$ cat config.mk
export PLATFORM = sky130hd
export DESIGN_NAME = multi_entry_eviction_buffer
export DESIGN_NICKNAME = d
export VERILOG_FILES = /design/src/rtl/multi_entry_eviction_buffer.sv
export SDC_FILE = /design/constraint.sdc
export NUM_CORES = 2
export LEC_CHECK = 0
export ABC_AREA = 1
export CORE_ASPECT_RATIO = 2
export CORE_MARGIN = 5
export CORE_UTILIZATION = 40
export CTS_CLUSTER_SIZE = 24
export DETAILED_ROUTE_END_ITERATION = 8
export PLACE_DENSITY_LB_ADDON = 0.1
export REMOVE_ABC_BUFFERS = 1
export SYNTH_ARGS = -nofsm -noshare
export SYNTH_HDL_FRONTEND = slang
export SYNTH_SLANG_ARGS = --single-unit
$ cat constraint.sdc
create_clock -name clk -period 16.65 [get_ports clk]
set_clock_uncertainty 0.1 [all_clocks]
set_input_delay 3.33 -clock clk [delete_from_list [all_inputs] [get_ports clk]]
set_output_delay 3.33 -clock clk [all_outputs]
set_load 0.02 [all_outputs]
$ cat src/rtl/multi_entry_eviction_buffer.sv
// Eviction (victim) buffer between an L2 cache and physical memory.
// Victim lines are queued in a circular FIFO, coalesced by line address,
// served back to L2 on lookup hits, and drained to pmem one line at a time
// whenever L2 is not using the memory port (or the buffer must make room).
module multi_entry_eviction_buffer #(
  parameter int unsigned DEPTH       = 4,
  parameter int unsigned LINE_WIDTH  = 256,
  parameter int unsigned ADDR_WIDTH  = 32,
  parameter int unsigned OFFSET_BITS = 5
) (
  input  logic                    clk,
  input  logic                    rst,
  // victim push from L2
  input  logic                    evict_valid,
  input  logic [ADDR_WIDTH-1:0]   evict_address,
  input  logic [LINE_WIDTH-1:0]   evict_data,
  output logic                    evict_ready,
  // L2 lookup
  input  logic [ADDR_WIDTH-1:0]   l2_address,
  output logic                    hit,
  output logic [LINE_WIDTH-1:0]   hit_data,
  // L2 memory-port ownership
  input  logic                    l2pmem_read,
  input  logic                    l2pmem_write,
  // drain port to pmem
  output logic                    pmem_write,
  output logic [ADDR_WIDTH-1:0]   pmem_address,
  output logic [LINE_WIDTH-1:0]   pmem_wdata,
  input  logic                    pmem_resp,
  // control / status
  input  logic                    flush,
  output logic                    flush_done,
  output logic                    blocking,
  output logic [$clog2(DEPTH):0]  count
);

  localparam int unsigned PTR_W = $clog2(DEPTH);
  localparam int unsigned CNT_W = PTR_W + 1;
  localparam int unsigned TAG_W = ADDR_WIDTH - OFFSET_BITS;

  typedef enum logic [1:0] {StIdle, StWrite, StRetire, StGap} state_e;

  state_e                state_q, state_d;
  logic [DEPTH-1:0]      valid_q;
  logic [TAG_W-1:0]      tag_q  [DEPTH];
  logic [LINE_WIDTH-1:0] data_q [DEPTH];
  logic [PTR_W-1:0]      head_q, tail_q;
  logic [CNT_W-1:0]      count_q, count_d;
  logic                  flush_pend_q, flush_pend_d;

  logic [TAG_W-1:0]      push_tag, look_tag;
  logic [PTR_W-1:0]      look_idx, co_scan_idx, co_idx;
  logic                  co_hit, in_flight, full;
  logic                  alloc, do_coalesce, pop;

  // Offset bits never take part in line compares.
  logic unused_offsets;
  assign unused_offsets = ^{evict_address[OFFSET_BITS-1:0], l2_address[OFFSET_BITS-1:0]};

  assign push_tag    = evict_address[ADDR_WIDTH-1:OFFSET_BITS];
  assign look_tag    = l2_address[ADDR_WIDTH-1:OFFSET_BITS];
  assign full        = (count_q == CNT_W'(DEPTH));
  assign in_flight   = (state_q == StWrite) || (state_q == StRetire);
  assign evict_ready = !full;
  assign count       = count_q;
  assign pop         = (state_q == StRetire);

  // Lookup: scan oldest to youngest so the youngest match wins.
  always_comb begin
    hit      = 1'b0;
    hit_data = '0;
    look_idx = '0;
    for (int k = 0; k < int'(DEPTH); k++) begin
      look_idx = head_q + PTR_W'(k);
      if (valid_q[look_idx] && (tag_q[look_idx] == look_tag)) begin
        hit      = 1'b1;
        hit_data = data_q[look_idx];
      end
    end
  end

  // Coalesce search: the head is excluded while its data is on the way to pmem.
  always_comb begin
    co_hit      = 1'b0;
    co_idx      = '0;
    co_scan_idx = '0;
    for (int k = 0; k < int'(DEPTH); k++) begin
      co_scan_idx = head_q + PTR_W'(k);
      if (valid_q[co_scan_idx] && (tag_q[co_scan_idx] == push_tag) &&
          !(in_flight && (co_scan_idx == head_q))) begin
        co_hit = 1'b1;
        co_idx = co_scan_idx;
      end
    end
  end

  // Push decode: coalesce is always accepted, allocation needs a free slot.
  always_comb begin
    do_coalesce = evict_valid && co_hit;
    alloc       = evict_valid && !co_hit && !full;
  end

  // Occupancy bookkeeping for a simultaneous push and retire.
  always_comb begin
    count_d = count_q;
    if (alloc && !pop) begin
      count_d = count_q + 1'b1;
    end else if (!alloc && pop) begin
      count_d = count_q - 1'b1;
    end
  end

  // Flush pending is held until the buffer is empty and the drain FSM is idle.
  always_comb begin
    flush_done   = flush_pend_q && (state_q == StIdle) && (count_q == '0);
    flush_pend_d = (flush_pend_q && !flush_done) || flush;
  end

  // Valid bits, pointers, count and flush state.
  always_ff @(posedge clk or posedge rst) begin
    if (rst) begin
      valid_q      <= '0;
      head_q       <= '0;
      tail_q       <= '0;
      count_q      <= '0;
      flush_pend_q <= 1'b0;
    end else begin
      if (pop) begin
        valid_q[head_q] <= 1'b0;
        head_q          <= head_q + 1'b1;
      end
      if (alloc) begin
        valid_q[tail_q] <= 1'b1;
        tail_q          <= tail_q + 1'b1;
      end
      count_q      <= count_d;
      flush_pend_q <= flush_pend_d;
    end
  end

  // Line payload storage; only qualified by valid bits, so no reset needed.
  always_ff @(posedge clk) begin
    if (alloc) begin
      tag_q[tail_q]  <= push_tag;
      data_q[tail_q] <= evict_data;
    end else if (do_coalesce) begin
      data_q[co_idx] <= evict_data;
    end
  end

  // Drain FSM state register.
  always_ff @(posedge clk or posedge rst) begin
    if (rst) begin
      state_q <= StIdle;
    end else begin
      state_q <= state_d;
    end
  end

  // Drain FSM next state: drain when L2 leaves pmem free, or when forced.
  always_comb begin
    state_d = state_q;
    unique case (state_q)
      StIdle: begin
        if ((count_q != '0) &&
            (!(l2pmem_read || l2pmem_write) || full || flush_pend_q ||
             (l2pmem_read && hit))) begin
          state_d = StWrite;
        end
      end
      StWrite:  if (pmem_resp) state_d = StRetire;
      StRetire: state_d = StGap;
      StGap:    state_d = StIdle;
      default:  state_d = StIdle;
    endcase
  end

  // Drain FSM outputs.
  always_comb begin
    pmem_write   = 1'b0;
    blocking     = 1'b0;
    pmem_address = '0;
    pmem_wdata   = '0;
    unique case (state_q)
      StWrite: begin
        pmem_write   = 1'b1;
        blocking     = 1'b1;
        pmem_address = {tag_q[head_q], {OFFSET_BITS{1'b0}}};
        pmem_wdata   = data_q[head_q];
      end
      StRetire: blocking = 1'b1;
      default: ;
    endcase
  end

endmodule

==> impl_summary.md <==
Clock tree
The clock network latency to the later pin of the worst-skew pair is 730 ps. The cell sitting at the root of the clock tree is a sky130_fd_sc_hd__clkbuf_16. The number of resized instances in the post-cts repair step is 0. The CTS tree is yes. The clock net in this run drives a total of 1146 sinks. The post-CTS setup-driven buffer insertion count is 0. Clock tree synthesis inserted a total of 114 buffers.

The clock slew at the register clock pins of the worst setup and hold paths is 70 ps. The H-tree was split into 3 levels. The clock tree buffer depth is 3.

The number of hold-repair buffers added at the cts stage is 0.

STA
The max-slew violation count was 0. The actual slew at the worst max-slew pin is 1230 ps. For this run, the top clock speed supported by timing is 84.4 MHz. Of the available clock period, the critical path in the final layout requires 71.2%. Measured against its own limit, the worst slew margin works out to 17.8%.

Across all hold checks on the routed design, the worst slack comes to 409 ps. Setup violations remaining at the end of the flow were counted as 0. Setup repair after global routing left no endpoint under its margin. Adding up every negative setup slack in the final design gives 0 ps. The number of hold violations in the final report is 0.

The minimum period implied by the final worst setup slack is 11850 ps.

Routing
Once detail routing completed, the nets flagged for antenna violations numbered 0. The routed layout has 69600 vias. The total iterations of the first detailed-routing run is 6. For this run, design rule violations remaining after detail routing come to 0. For this block, the initial DRC count from the detailed router was 5143. In the routed layout, each cell is associated on average with a via count of 5.46. The final wirelength is 269000 um. After detailed routing, the average wire length per cell comes to 21.0 um.

Power
The clock share of power is 17.1%. The total leakage power is 35.0 nW. The fraction of power spent switching nets is 50.2%. The internal power contribution is 7.79 mW. Dividing total power by cell area gives a power density of 179 mW/mm^2.

For this design the total switching power over the nets is 7.84 mW. The part of the power in combinational logic is 57.2%. The worst-case IR drop observed on VDD is 0.234 mV. Registers are responsible for 25.6% of the overall power.

Floorplan
The effective utilization at floorplan is 40.2%. The row count is 223. The die is 619 um tall. The floorplan step defined a core boundary enclosing 0.184 mm^2. The die boundary width is 314 um.

The I/O pin count is 879. The die covers 0.194 mm^2.

Global route
The global-route wire length before repair is 393000 um. Summed over all layers, the global routing overflow is 0. The number of global-route vias before repair was 64900. The number of antenna violations at the first check in global routing is 57. Global routing consumed, over all layers together, 26.2% of the routing resources. Entering global routing, the biggest net connects 345 pins.

Final layout
Cells with a size suffix above 1 make up 2.64% of the layout. The number of fill cells in the layout is 17800. Leaving out filler cells and counting taps, the final layout contains 12800.

At the end of the flow, the number of nets in the layout was 10500. From synthesis to final layout, the design area changed by 17.8%.

Logic synthesis
By instance count, the leading cell after synthesis is sky130_fd_sc_hd__nand2_1. Counting flops with a built-in enable in the synthesized netlist gives 1132. The portion of netlist area occupied by mux cells is 1.81%. The post-synthesis register bit count is 1146. Summing the sequential cell areas from Yosys gives 46.4% of the chip area. For this run, the leading register cell type out of synthesis is sky130_fd_sc_hd__edfxtp_1. The netlist area before placement is 0.0741 mm^2. Sorting the synthesized cells by how often they occur yields 3317 x sky130_fd_sc_hd__nand2_1, 1564 x sky130_fd_sc_hd__o21ai_0, 1132 x sky130_fd_sc_hd__edfxtp_1. The synthesized netlist devotes 19.7% of its cell area to compound gates.

The share of the synthesized area in the top cell type is 45.9%. The dominant combinational cell family by area after synthesis is simple AND/OR/NAND/NOR gates. The biggest area consumer among synthesized cells is sky130_fd_sc_hd__edfxtp_1. The mean post-synth cell area is 7.54 um^2. Of the total synthesized cell area, the portion taken by XOR and XNOR cells is 0.568%.

Yosys attributes the largest share of cell area to sky130_fd_sc_hd__edfxtp_1 46%, sky130_fd_sc_hd__nand2_1 17%, sky130_fd_sc_hd__o21ai_0 11%. In the synthesized netlist, the number of instances is 9827. The share of synthesized registers carrying an async set or reset is 1.22%. The unique cell type count in the Yosys netlist is 41.

During synthesis, Yosys emitted a total of 0 warnings. The post-synthesis share of cell area spent on full adders, half adders and majority gates is 0.247%. The synthesized netlist devotes 21.9% of its cell area to simple gates.

Critical path
At the worst endpoint, the arrival time is 8420 ps. The worst endpoint required time is 13220 ps. The critical path is of the flop to output port type. The worst setup path is captured at an output port. The kind of launch point of the worst setup path is a flop. Along the worst path, the maximum fanout reaches 135.

Worst hold path
The class of the most critical hold timing path is flop to flop.

Placement
The wire-length estimate of the detail-placed layout is 176000 um. The routability-driven placement congestion ratio is 0.973. The total placed cells including tap cells is 12500. The number of I/O port buffers is 863.

Run status
The flow ran to the end, and the final reports show no timing, DRC or antenna violations.

Flow run
Across the run, the number of max-cap violations was 0.
-- layer usage --
| layer | routed length, um | track usage [%] |
|---|---|---|
| met3 | 25300 | 8.28 |
| met5 | 370 | 0 |
| met2 | 129000 | 45.5 |
| met1 | 100000 | 29.4 |
| met4 | 13500 | 12.1 |
-- power groups by stage --
stage | Sequential, mW | Clock, mW | Combinational [mW]
after CTS | 4.01 | 2.75 | 8.94
final | 4.01 | 2.67 | 8.94
after global routing | 4.06 | 2.85 | 9.95
after floorplan | 4.62 | 0 | 6.62
after global placement | 4.04 | 0 | 8.74
after detailed placement | 4.07 | 0 | 8.91
-- cell families after synthesis --
| family | count (synthesis) |
|---|---|
| compound gates | 2616 |
| xor+xnor | 48 |
| fa+ha+maj | 14 |
| buf+inv | 1695 |
| flops | 1146 |
| mux | 134 |
| other cells | 1 |
| simple gates | 4173 |
-- critical path, cell delays in order (launching register included) --
cell and delay, ps:
sky130_fd_sc_hd__dfrtp_4 450, sky130_fd_sc_hd__buf_4 600, sky130_fd_sc_hd__buf_12 680, sky130_fd_sc_hd__buf_4 740
sky130_fd_sc_hd__buf_4 860, sky130_fd_sc_hd__nand3_1 210, sky130_fd_sc_hd__nand2_1 330, sky130_fd_sc_hd__o21ai_1 90
sky130_fd_sc_hd__nor2_1 120, sky130_fd_sc_hd__nand3b_1 90, sky130_fd_sc_hd__nor2_1 160, sky130_fd_sc_hd__nand2_1 190
sky130_fd_sc_hd__nor2_1 580, sky130_fd_sc_hd__inv_8 390, sky130_fd_sc_hd__buf_4 540, sky130_fd_sc_hd__o31ai_1 390
sky130_fd_sc_hd__nand2_1 110, sky130_fd_sc_hd__nand2_1 80, sky130_fd_sc_hd__clkdlybuf4s50_1 740
-- placed cells by master, fill, tap and decap left out, drive strengths merged, types with 42 or more instances in the layout --
| cell type | n |
|---|---|
| a21oi | 383 |
| a31oi | 133 |
| buf | 80 |
| clkbuf | 141 |
| clkdlybuf4s50 | 863 |
| edfxtp | 1132 |
| inv | 969 |
| mux2i | 133 |
| nand2 | 3318 |
| nand3 | 356 |
| nor2 | 450 |
| o211ai | 259 |
| o21ai | 1570 |
| o31ai | 255 |
| xor2 | 42 |
-- worst paths after layout --
check	start	end	slack [ps]	cells after the start
worst min register to register	valid_q[0]	valid_q[0]	410	2
min in group asynchronous	rst	count[2]	2920	2
worst max-delay path	head_q[1]	hit_data[47]	4800	18
max in group asynchronous	rst	head_q[1]	13010	2
worst max register to register	head_q[1]	data_q[1][108]	7870	22
worst min-delay path	valid_q[0]	valid_q[0]	410	2
-- flip-flops by register name, indices dropped and copies added, names as in the netlist --
name	cells
count	3
flush_pend_q	1
head_q	2
valid_q	4
state_q	2
data_q	1024
tail_q	2
tag_q	108
-- through the flow --
stage | util [%] | setup slack, ps | instance area, um^2 | power [mW]
2_1_floorplan | - | -57740 | 70800 | 11.2
3_3_place_gp | 45.2 | 5020 | 83400 | 12.8
3_5_place_dp | 45.2 | 4990 | 83400 | 13.0
4_1_cts | 47.3 | 4820 | 87200 | 15.7
5_1_grt | 47.3 | 4480 | 87200 | 16.9
6_report | 47.3 | 4800 | 87300 | 15.6
-- layout make-up --
class,instances,area (um^2),share of cell area (%)
multi-input cells,6990,32800,37.6
clock buffers,141,3020,3.46
well taps,2475,3100,3.55
flip-flops and latches,1146,34400,39.4
diodes,31,77.6,0.0889
clock inverters,69,769,0.882
inverters,963,3640,4.17
repair buffers,943,9480,10.9
Power figures use the tool's default switching activity.
